==> src/rtl/byte_unstriping_cond_if.sv <==
// Lane inputs and merged-stream outputs of the two-lane byte unstriper.
// Latency: none (signal bundle only).
// Backpressure: none; lanes are strobe-only and the merge side never stalls them.
interface byte_unstriping_cond_if;
    logic [7:0] lane_0_in;
    logic       valid_0_in;
    logic [7:0] lane_1_in;
    logic       valid_1_in;
    logic [7:0] data_out;
    logic       valid_out;
    logic       sel_out;
    logic       overflow_0;
    logic       overflow_1;

    // Source side: drives the lanes, observes the merged stream.
    modport master (
        output lane_0_in, valid_0_in, lane_1_in, valid_1_in,
        input  data_out, valid_out, sel_out, overflow_0, overflow_1
    );

    // Unstriper side.
    modport slave (
        input  lane_0_in, valid_0_in, lane_1_in, valid_1_in,
        output data_out, valid_out, sel_out, overflow_0, overflow_1
    );
endinterface

==> src/rtl/byte_unstriping_cond.sv <==
// Merges two striped byte lanes back into one stream, strict round-robin from lane 0.
// Latency: a byte pushed on edge N can leave no earlier than edge N+1 (registered out).
// Backpressure: none upstream; a byte arriving at a full lane FIFO is dropped and flagged sticky.
module byte_unstriping_cond #(
    parameter int DEPTH = 4
) (
    input  logic                  clk_2f,
    input  logic                  reset,
    byte_unstriping_cond_if.slave bus
);
    localparam int PW = (DEPTH > 1) ? $clog2(DEPTH) : 1;
    localparam int CW = PW + 1;
    localparam logic [CW-1:0] FULL_CNT = CW'(DEPTH);

    // Per-lane FIFO storage and pointers, indexed [lane].
    logic [7:0]    mem_q    [2][DEPTH];
    logic [7:0]    mem_d    [2][DEPTH];
    logic [PW-1:0] wr_ptr_q [2];
    logic [PW-1:0] wr_ptr_d [2];
    logic [PW-1:0] rd_ptr_q [2];
    logic [PW-1:0] rd_ptr_d [2];
    logic [CW-1:0] cnt_q    [2];
    logic [CW-1:0] cnt_d    [2];

    // Output-side state.
    logic       sel_q, sel_d;
    logic [7:0] dat_q, dat_d;
    logic       vld_q, vld_d;
    logic [1:0] ovf_q, ovf_d;

    // Lane inputs gathered into arrays so both lanes share one code path.
    logic [7:0] lane_dat [2];
    logic [1:0] lane_vld;
    logic [1:0] full;
    logic [1:0] pop;
    logic [1:0] push;
    logic [1:0] drop;

    // Per-lane push/pop/drop decisions, all taken from pre-edge FIFO state.
    always_comb begin
        lane_dat[0] = bus.lane_0_in;
        lane_dat[1] = bus.lane_1_in;
        lane_vld    = {bus.valid_1_in, bus.valid_0_in};
        full        = '0;
        pop         = '0;
        push        = '0;
        drop        = '0;
        for (int k = 0; k < 2; k++) begin
            full[k] = (cnt_q[k] == FULL_CNT);
            // Only the lane whose turn it is may be popped; never skip ahead.
            pop[k]  = (sel_q == k[0]) && (cnt_q[k] != '0);
            // A full FIFO still takes a byte if its head leaves on the same edge.
            push[k] = lane_vld[k] && (!full[k] || pop[k]);
            drop[k] = lane_vld[k] && full[k] && !pop[k];
        end
    end

    // Next-state: FIFO updates, round-robin output, sticky overflow; reset wins.
    always_comb begin
        mem_d    = mem_q;
        wr_ptr_d = wr_ptr_q;
        rd_ptr_d = rd_ptr_q;
        cnt_d    = cnt_q;
        sel_d    = sel_q;
        dat_d    = dat_q;
        vld_d    = 1'b0;
        ovf_d    = ovf_q;

        if (!reset) begin
            // Buffered bytes are discarded; storage contents are don't-care once counts are zero.
            for (int k = 0; k < 2; k++) begin
                wr_ptr_d[k] = '0;
                rd_ptr_d[k] = '0;
                cnt_d[k]    = '0;
            end
            sel_d = 1'b0;
            dat_d = 8'h00;
            vld_d = 1'b0;
            ovf_d = '0;
        end else begin
            for (int k = 0; k < 2; k++) begin
                if (push[k]) begin
                    // When full with a concurrent pop, tail == head: the head byte is read
                    // from mem_q below, so overwriting that slot in mem_d is safe.
                    mem_d[k][wr_ptr_q[k]] = lane_dat[k];
                    wr_ptr_d[k]           = wr_ptr_q[k] + PW'(1);
                end
                if (pop[k]) begin
                    rd_ptr_d[k] = rd_ptr_q[k] + PW'(1);
                end
                cnt_d[k] = cnt_q[k] + CW'(push[k]) - CW'(pop[k]);
                if (drop[k]) begin
                    ovf_d[k] = 1'b1;
                end
            end

            if (pop != 2'b00) begin
                dat_d = mem_q[sel_q][rd_ptr_q[sel_q]];
                vld_d = 1'b1;
                sel_d = ~sel_q;
            end
        end
    end

    // State registers; reset is folded into the next-state logic, so no reset term here.
    always_ff @(posedge clk_2f) begin
        mem_q    <= mem_d;
        wr_ptr_q <= wr_ptr_d;
        rd_ptr_q <= rd_ptr_d;
        cnt_q    <= cnt_d;
        sel_q    <= sel_d;
        dat_q    <= dat_d;
        vld_q    <= vld_d;
        ovf_q    <= ovf_d;
    end

    assign bus.data_out   = dat_q;
    assign bus.valid_out  = vld_q;
    assign bus.sel_out    = sel_q;
    assign bus.overflow_0 = ovf_q[0];
    assign bus.overflow_1 = ovf_q[1];
endmodule

==> src/flat_wrapper.sv <==
// flat-port wrapper written by rule: the top's interface ports become plain ports
module byte_unstriping_cond_flat 
#(
    parameter int DEPTH = 4
)
  (clk_2f, reset, bus_lane_0_in, bus_valid_0_in, bus_lane_1_in, bus_valid_1_in, bus_data_out, bus_valid_out, bus_sel_out, bus_overflow_0, bus_overflow_1);
  byte_unstriping_cond_if bus_i ();
  input  logic clk_2f;
  input  logic reset;
  input wire logic [$bits(bus_i.lane_0_in)-1:0] bus_lane_0_in;
  input wire logic [$bits(bus_i.valid_0_in)-1:0] bus_valid_0_in;
  input wire logic [$bits(bus_i.lane_1_in)-1:0] bus_lane_1_in;
  input wire logic [$bits(bus_i.valid_1_in)-1:0] bus_valid_1_in;
  output wire logic [$bits(bus_i.data_out)-1:0] bus_data_out;
  output wire logic [$bits(bus_i.valid_out)-1:0] bus_valid_out;
  output wire logic [$bits(bus_i.sel_out)-1:0] bus_sel_out;
  output wire logic [$bits(bus_i.overflow_0)-1:0] bus_overflow_0;
  output wire logic [$bits(bus_i.overflow_1)-1:0] bus_overflow_1;
  assign bus_i.lane_0_in = bus_lane_0_in;
  assign bus_i.valid_0_in = bus_valid_0_in;
  assign bus_i.lane_1_in = bus_lane_1_in;
  assign bus_i.valid_1_in = bus_valid_1_in;
  assign bus_data_out = bus_i.data_out;
  assign bus_valid_out = bus_i.valid_out;
  assign bus_sel_out = bus_i.sel_out;
  assign bus_overflow_0 = bus_i.overflow_0;
  assign bus_overflow_1 = bus_i.overflow_1;
  byte_unstriping_cond #(.DEPTH(DEPTH)) u_core (.clk_2f(clk_2f), .reset(reset), .bus(bus_i));
endmodule
==> config.mk <==
export PLATFORM = sky130hd
export DESIGN_NAME = byte_unstriping_cond_flat
export DESIGN_NICKNAME = d
export VERILOG_FILES = /design/src/rtl/byte_unstriping_cond_if.sv /design/src/rtl/byte_unstriping_cond.sv /design/src/flat_wrapper.sv
export SDC_FILE = /design/constraint.sdc
export NUM_CORES = 1
export LEC_CHECK = 0
export ABC_AREA = 1
export BUFFER_PORTS_ARGS = -buffer_cell sky130_fd_sc_hd__buf_2
export CORE_UTILIZATION = 30
export DETAILED_ROUTE_END_ITERATION = 10
export PLACE_DENSITY = 0.56
export SYNTH_ARGS = -nofsm -noshare
export SYNTH_HDL_FRONTEND = slang
export SYNTH_SLANG_ARGS = --single-unit
==> constraint.sdc <==
create_clock -name clk_2f -period 2.8 [get_ports clk_2f]
set_clock_uncertainty 0.15 [all_clocks]
set_input_delay 0.56 -clock clk_2f [delete_from_list [all_inputs] [get_ports clk_2f]]
set_output_delay 0.56 -clock clk_2f [all_outputs]
set_load 0.05 [all_outputs]
==> out/metrics.csv, run 1 <==
metric,value,unit
outcome,"finished, final reports clean",
final routed DRC violation total,0,
worst setup path class,reg2reg,
Tightest Hold Check Type,in2reg,
Horiz. Die Dim,117,um
Setup Total Neg Slack,0,ns
sum of buffers and inverters on the critical path,3,
detailed-route vias per instance,4.25,
total track usage,0.136,
number of vias in the routed layout,2696,
max capacitance violation total,0,
final setup violation count,0,
number of detailed-routing iterations run before antenna repair,4,
cell chain of the critical path,"nor2_1, nand2_1, nand2_1, inv_1, ha_1, inv_1, ha_1, inv_1, fa_1, xnor2_1, o21ai_0, a21oi_1",
core area,12700,sq um
number of hold buffers added after cts,0,
leakage power summed over all cells,2.08,nW
Die H,117,um
vias in the first global route,2743,
"antenna viol nets, final",0,
number of hold violations in the final report,0,
initial antenna violation count,0,
cell taking the most area after synthesis,edfxtp_1,
Sinks on Clock Net,90,
final slew viol count,0,
Post-Route WL,8140,um
worst reg-to-reg path cell count,12,
first-pass GRT wire length,13200,um
Synth Instances,416,
reg2reg start,u_core.cnt_q[1],
distinct cell type count of the synthesized netlist,22,
grt total ovfl,0,
Placer Congestion,0.812,
maximum fanout count along the critical path,6,
quantity of gates resized following cts,0,
share of the synthesized area in the top cell type,0.486,
H-tree Lvls,3,
overall power,4.49,mW
Avg Inst Size Synth,9.50,sq um
total instance count after detailed placement,618,
"count of placed standard cells in the final layout, fillers left out",634,
critical path required time,2.88,ns
P&R area growth vs syn,15.9,%
netlist area before placement,3950,sq um
total die area,13600,sq um
number of warnings issued by yosys,0,
Stages on worst setup path,12,
cell with the most instances on the worst path,inv_1,
CTS tree,yes,
largest voltage drop on the vdd net,0.000350,V
count of standard-cell rows,41,
Worst path top cell family by delay,adder cells,
sort of element at the start of the critical path,flip-flop,
worst setup slack for register-to-register paths,0.41,ns
initial DRC count,151,
library cell contributing the largest single delay on the critical path,fa_1,
port buffer count,31,
fraction of layout instances using a drive strength above 1,0.143,
startpoint of the most critical hold path,bus_lane_1_in[4],
worst hold path stage count,1,
"Setup Fix Bufs, Post-CTS",0,
kind of capture point of the worst setup path,flip-flop,
critical path data arrival time,2.47,ns
number of diodes added for antenna fixing,0,
share of the clock period used by the worst path after layout,0.853,
Final HPWL DP,5760,um
Worst path max stage delay,0.37,ns
number of nets in the synthesized netlist,450,
dominant cells by area after synthesis,"edfxtp_1, nand2_1, dfxtp_1",
Root Buffer,clkbuf_16,
Rel. slew slack,0.670,
slew at the pin closest to its max-slew limit,0.495,ns
Clock transition at path regs,0.06,ns
sequential share of the synthesized area,0.618,
most frequent cells in the layout,"nand2_1, edfxtp_1, inv_1",
number of primary I/O pins,32,
clock buffer count from CTS,9,
highest clock frequency the design can meet,419,MHz
endpoint of the worst register-to-register path,u_core.cnt_q[2],
"leading cell type in the layout, fill and taps excluded",nand2_1,
detailed-route wire length per cell,12.8,um
CTS Buffer Depth,2,
Yosys reg bits,90,
fill cell instance count of the final layout,1337,
"Min Clock Period, post-route",2.39,ns
RSZ-0062 raised after global routing,no,
Cell Pwr Density,980,nW/um^2
largest net degree at the start of global routing,38,
Hold Crit Endpoint,u_core.mem_q[4],
net count reported at finish,491,
source-to-sink clock delay at the later pin of the worst-skew pair,0.34,ns
Initial Utilization,0.311,
metrics by stage:
step	util	worst slack (ns)	hold WS [ns]	instance area, sq um
after floorplan	-	0.209	0.310	3950
after global placement	0.338	0.477	0.285	4300
after detailed placement	0.338	0.422	0.287	4300
after CTS	0.360	0.400	0.270	4580
after global routing	0.360	0.155	0.267	4580
final	0.360	0.413	0.281	4580
synth_stat cells:
cell / instances
edfxtp_1: 64
clkbuf_1: 2
xnor2_1: 2
and3_1: 1
nand2_1: 183
inv_2: 3
buf_6: 6
o21bai_1: 1
buf_4: 3
inv_1: 48
nor2_1: 13
o21ai_2: 1
a21oi_1: 12
dfxtp_1: 26
nand2_2: 5
fa_1: 2
ha_1: 12
o21ai_0: 15
buf_2: 1
o21ai_1: 2
nand4_1: 2
nand3_1: 12
metal layers:
layer  up-vias  part of all wire  track usage
li1       1397                 -            -
met1      1235              0.46        0.153
met2        45              0.47        0.232
met3        19             0.040       0.0514
met4         0             0.027       0.0565
met5         -                 0            0
cells by family (layout without fill, tap and decap cells):
logic type | Yosys count | count (layout) | share of synthesized area
and+or+nand+nor | 216 | 216 | 0.214
DFF | 90 | 90 | 0.618
xor gates and xnor gates | 2 | 2 | 0.00443
adders and majority gates | 14 | 14 | 0.0481
AOI/OAI and AO/OA | 31 | 31 | 0.0408
buffers and inverters | 63 | 109 | 0.0744
report_power, final:
part | total (mW) | internal [mW] | switching, mW
Clock | 1.13 | 0.631 | 0.497
Combinational | 1.67 | 0.483 | 1.19
Sequential | 1.69 | 1.60 | 0.0926
Total | 4.49 | 2.71 | 1.78
how the worst max path moves through the flow:
stage                       startpoint         endpoint  slack [ns]
finish                 u_core.cnt_q[1]  u_core.cnt_q[2]        0.41
global route           u_core.cnt_q[4]  u_core.cnt_q[5]        0.15
CTS                    u_core.cnt_q[1]  u_core.cnt_q[2]        0.40
detailed placement     u_core.cnt_q[1]  u_core.cnt_q[2]        0.42
global placement       u_core.cnt_q[4]  u_core.cnt_q[5]        0.48
floorplan           u_core.bus.sel_out  u_core.cnt_q[5]        0.21
layout make-up:
type,instances,area (sq um),area share
Clock buffer,11,243,0.0530
Multi-Input combinational cell,263,1210,0.265
Inverter,51,191,0.0418
Tap cell,172,215,0.0470
Clock inverter,5,36.3,0.00792
Sequential cell,90,2440,0.533
Timing Repair Buffer,42,238,0.0519
flip-flops by register name, indices dropped and copies added (netlist names):
register and count:
u_core.mem_q 64, u_core.bus.data_out 8, u_core.cnt_q 6, u_core.rd_ptr_q 4, u_core.wr_ptr_q 4, u_core.ovf_q 2, u_core.bus.sel_out 1, u_core.bus.valid_out 1
Note: power is estimated with default switching activity, not from simulation.
==> run 2, diff against run 1 <==
Settings changed: ABC_AREA 1 to not set.
==> out/metrics.csv, run 2 <==
metric,value,unit
Die H,113,um
slew at the pin closest to its max-slew limit,0.707,ns
sequential share of the synthesized area,0.659,
Yosys reg bits,90,
number of flops mapped to enable cells by yosys,64,
"antenna viol nets, final",0,
total die area,12800,sq um
Root Buffer,clkbuf_16,
number of primary I/O pins,32,
post-synthesis async set-or-reset flop share,0,
RSZ-0062 raised after global routing,no,
Avg Inst Size Synth,14.9,sq um
leading cell type by number of instances after synthesis,edfxtp_1,
detailed-route vias per instance,4.68,
number of vias in the routed layout,2042,
most used flip-flop cell after synthesis,edfxtp_1,
max capacitance violation total,0,
critical path data arrival time,2.60,ns
number of hold buffers added after cts,0,
Tightest Hold Check Type,in2reg,
core area,12000,sq um
initial antenna violation count,0,
worst setup path class,reg2reg,
largest net degree at the start of global routing,24,
outcome,"finished, final reports clean",
fraction of layout instances using a drive strength above 1,0.211,
most frequent cells in the layout,"edfxtp_1, buf_2, dfxtp_1",
source-to-sink clock delay at the later pin of the worst-skew pair,0.33,ns
Initial Utilization,0.308,
footprint of the flip-flops and latches,2440,sq um
first-pass GRT wire length,10600,um
"leading cell type in the layout, fill and taps excluded",edfxtp_1,
CTS Buffer Depth,2,
number of nets in the synthesized netlist,282,
top register by number of flip-flops,u_core.mem_q,
highest clock frequency the design can meet,397,MHz
combined area of the multi-input logic cells,1150,sq um
cell with the most instances on the worst path,inv_1,
Setup Total Neg Slack,0,ns
largest voltage drop on the vdd net,0.000360,V
max reg flops,64,
number of detailed-routing iterations run before antenna repair,4,
detailed-route wire length per cell,15.5,um
P&R area growth vs syn,16.0,%
fill cell instance count of the final layout,1160,
Synth Instances,248,
Sinks on Clock Net,90,
number of hold violations in the final report,0,
final routed DRC violation total,0,
Rel. slew slack,0.527,
share of the synthesized area in the top cell type,0.519,
count of standard-cell rows,40,
final setup violation count,0,
library cell contributing the largest single delay on the critical path,or3_1,
Horiz. Die Dim,113,um
leading cell types by count after synthesis,"edfxtp_1, dfxtp_1, and3_1",
clock buffer count from CTS,9,
initial DRC count,69,
cell chain of the critical path,"or3_1, nand2_2, inv_1, ha_1, inv_1, ha_1, inv_1, fa_1, xnor2_1, and2_1",
Final HPWL DP,4590,um
overall power,4.20,mW
maximum fanout count along the critical path,10,
Worst path top cell family by delay,adder cells,
port buffer count,31,
distinct cell type count of the synthesized netlist,42,
CTS tree,yes,
Placer Congestion,0.706,
net count reported at finish,318,
share of the clock period used by the worst path after layout,0.900,
netlist area before placement,3700,sq um
Cell Pwr Density,978,nW/um^2
leakage power summed over all cells,1.61,nW
"Setup Fix Bufs, Post-CTS",0,
Post-Route WL,6770,um
critical path required time,2.88,ns
dominant cells by area after synthesis,"edfxtp_1, dfxtp_1, ha_1",
"Min Clock Period, post-route",2.52,ns
number of warnings issued by yosys,0,
vias in the first global route,2005,
Worst path max stage delay,0.43,ns
grt total ovfl,0,
sum of buffers and inverters on the critical path,3,
cell taking the most area after synthesis,edfxtp_1,
number of diodes added for antenna fixing,0,
kind of capture point of the worst setup path,flip-flop,
utilization after layout,0.358,
sort of element at the start of the critical path,flip-flop,
total track usage,0.114,
final slew viol count,0,
Clock transition at path regs,0.06,ns
quantity of gates resized following cts,0,
H-tree Lvls,3,
## run 2: cell count changes after synthesis, moves of 7 or more
cell	delta
a21oi_1	-10
nand3_1	-12
inv_1	-34
o21ai_0	-7
and2_1	+11
mux2i_1	+12
nor2b_1	+7
nand2_1	-169
and3_1	+15
## run 2: path summary, 6_finish.rpt
path | startpoint | end | slack (ns) | cells after the start
setup / recovery | u_core.cnt_q[5] | u_core.cnt_q[5] | 0.28 | 10
hold / removal | bus_lane_1_in[2] | u_core.mem_q[26] | 0.29 | 1
setup reg to reg | u_core.cnt_q[5] | u_core.cnt_q[5] | 0.28 | 10
hold reg to reg | u_core.ovf_q[1] | u_core.ovf_q[1] | 0.34 | 2
## run 2: layout make-up
type	instances	share of cell area
sequential	90	0.568
clock buffer	10	0.0533
clock inverter	6	0.0157
multi-input combinational	136	0.268
timing repair buffer	33	0.0396
tap	147	0.0428
inverter	14	0.0122
## run 2: cell families after synthesis
logic type	synth area share
DFF	0.659
AOI/OAI and AO/OA	0.0598
muxes	0.0868
adders and majority gates	0.0514
xor gates and xnor gates	0.0213
buffers and inverters	0.0297
and+or+nand+nor	0.0916
## run 2: stage by stage
stage	instances	worst slack [ns]	instance area, sq um	hold WS, ns
CTS	436	0.262	4300	0.277
global route	436	0.171	4300	0.276
global placement	420	0.329	4000	0.330
finish	436	0.281	4300	0.288
detailed placement	420	0.278	4000	0.328
floorplan	248	0.270	3700	0.375
## run 2: metal layers
| metal | up-vias | routed length (um) | GRT usage |
|---|---|---|---|
| met5 | - | 0 | 0 |
| met4 | 0 | 55 | 0.0316 |
| met3 | 6 | 389 | 0.0370 |
| met2 | 45 | 3380 | 0.189 |
| met1 | 1006 | 2940 | 0.142 |
| li1 | 985 | - | - |
## run 2: power breakdown
part           switching [mW]  internal [mW]  total (mW)
Sequential              0.156           1.61        1.77
Clock                   0.488          0.694        1.18
Combinational           0.764          0.488        1.25
==> run 3, diff against run 2 <==
Clock period 2.8 ns to 2.72 ns, I/O delays scaled along.
==> out/metrics.csv, run 3 (synthesis gave the netlist of run 2 again) <==
metric,value,unit
outcome,"finished, final reports clean",
Placer Congestion,0.692,
initial antenna violation count,0,
utilization after layout,0.362,
total track usage,0.115,
cell with the most instances on the worst path,inv_1,
endpoint of the worst register-to-register path,u_core.cnt_q[2],
share of the clock period used by the worst path after layout,0.885,
critical path required time,2.80,ns
"leading cell type in the layout, fill and taps excluded",edfxtp_1,
sum of buffers and inverters on the critical path,3,
number of hold buffers added after cts,0,
largest net degree at the start of global routing,24,
detailed-route wire length per cell,15.5,um
cell chain of the critical path,"o31ai_1, inv_1, ha_1, inv_1, ha_1, inv_1, fa_1, xnor2_1, xnor2_1, and2_1",
initial DRC count,61,
top register by number of flip-flops,u_core.mem_q,
Root Buffer,clkbuf_16,
CTS Buffer Depth,2,
Setup Total Neg Slack,0,ns
Worst path top cell family by delay,adder cells,
"Min Clock Period, post-route",2.41,ns
detailed-route vias per instance,4.63,
clock buffer count from CTS,9,
number of primary I/O pins,32,
final slew viol count,0,
most frequent cells in the layout,"edfxtp_1, buf_2, dfxtp_1",
fraction of layout instances using a drive strength above 1,0.223,
source-to-sink clock delay at the later pin of the worst-skew pair,0.33,ns
largest voltage drop on the vdd net,0.000312,V
final setup violation count,0,
Cell Pwr Density,1030,nW/um^2
P&R area growth vs syn,17.3,%
max reg flops,64,
slew at the pin closest to its max-slew limit,0.589,ns
startpoint of the most critical hold path,bus_lane_0_in[2],
Hold Crit Endpoint,u_core.mem_q[58],
worst setup slack for register-to-register paths,0.31,ns
Final HPWL DP,4570,um
quantity of gates resized following cts,0,
vias in the first global route,2042,
Post-Route WL,6800,um
count of standard-cell rows,40,
worst setup path start,u_core.cnt_q[1],
final routed DRC violation total,0,
Initial Utilization,0.308,
worst setup path class,reg2reg,
leakage power summed over all cells,1.64,nW
"count of placed standard cells in the final layout, fillers left out",439,
max capacitance violation total,0,
kind of capture point of the worst setup path,flip-flop,
net count reported at finish,321,
critical path data arrival time,2.49,ns
maximum fanout count along the critical path,6,
H-tree Lvls,3,
worst slack on hold paths,0.270,ns
number of hold violations in the final report,0,
"antenna viol nets, final",0,
reg2reg start,u_core.cnt_q[1],
Clock transition at path regs,0.07,ns
Sinks on Clock Net,90,
Tightest Hold Check Type,in2reg,
port buffer count,31,
core area,12000,sq um
worst reg-to-reg path cell count,10,
number of vias in the routed layout,2032,
Horiz. Die Dim,113,um
sort of element at the start of the critical path,flip-flop,
Worst path max stage delay,0.38,ns
"Setup Fix Bufs, Post-CTS",0,
number of diodes added for antenna fixing,0,
library cell contributing the largest single delay on the critical path,o31ai_1,
RSZ-0062 raised after global routing,no,
number of detailed-routing iterations run before antenna repair,4,
Die H,113,um
highest clock frequency the design can meet,415,MHz
CTS tree,yes,
overall power,4.46,mW
Rel. slew slack,0.607,
worst hold path stage count,1,
total die area,12800,sq um
first-pass GRT wire length,10900,um
grt total ovfl,0,
total instance count after detailed placement,423,
[run 3: where the power goes]
| group | switching, mW | internal (mW) |
|---|---|---|
| sequential | 0.154 | 1.66 |
| clock | 0.511 | 0.794 |
| combinational | 0.807 | 0.530 |
| total | 1.47 | 2.98 |
[run 3: how the worst max path moves through the flow]
stage	end	slack, ns	cells after the start
floorplan	u_core.cnt_q[5]	0.19	11
global placement	u_core.cnt_q[2]	0.37	10
detailed placement	u_core.cnt_q[2]	0.30	10
CTS	u_core.cnt_q[2]	0.29	10
global route	u_core.cnt_q[2]	0.13	10
finish	u_core.cnt_q[2]	0.31	10
[run 3: layout make-up]
type,instances,area (sq um)
clock buffers,12,267
clock inverters,4,56.3
fillers,1162,7670
inverters,14,52.6
multi-input cells,136,1150
flip-flops and latches,90,2440
well taps,147,184
repair buffers,36,193
[run 3: worst register-to-register path, delay by kind of cell (launching register included)]
kind                     cells  cell delay [ns]
flip-flops                   1             0.37
AND/OR/NAND/NOR              1             0.15
adder cells (fa/ha/maj)      3             0.79
buffers and inverters        3             0.18
XOR/XNOR                     2             0.27
AO/OA/AOI/OAI                1             0.38
[run 3: per-layer routing]
| layer | vias to the layer above | part of all wire | GRT usage |
|---|---|---|---|
| li1 | 995 | - | - |
| met4 | 0 | 0.0093 | 0.0368 |
| met2 | 37 | 0.49 | 0.192 |
| met3 | 8 | 0.034 | 0.0321 |
| met5 | - | 0 | 0 |
| met1 | 992 | 0.46 | 0.145 |
[run 3: per-stage QoR]
stage	worst slack (ns)	cell area [sq um]
finish	0.312	4350
global placement	0.374	4020
CTS	0.294	4350
floorplan	0.190	3700
detailed placement	0.296	4020
global route	0.126	4350
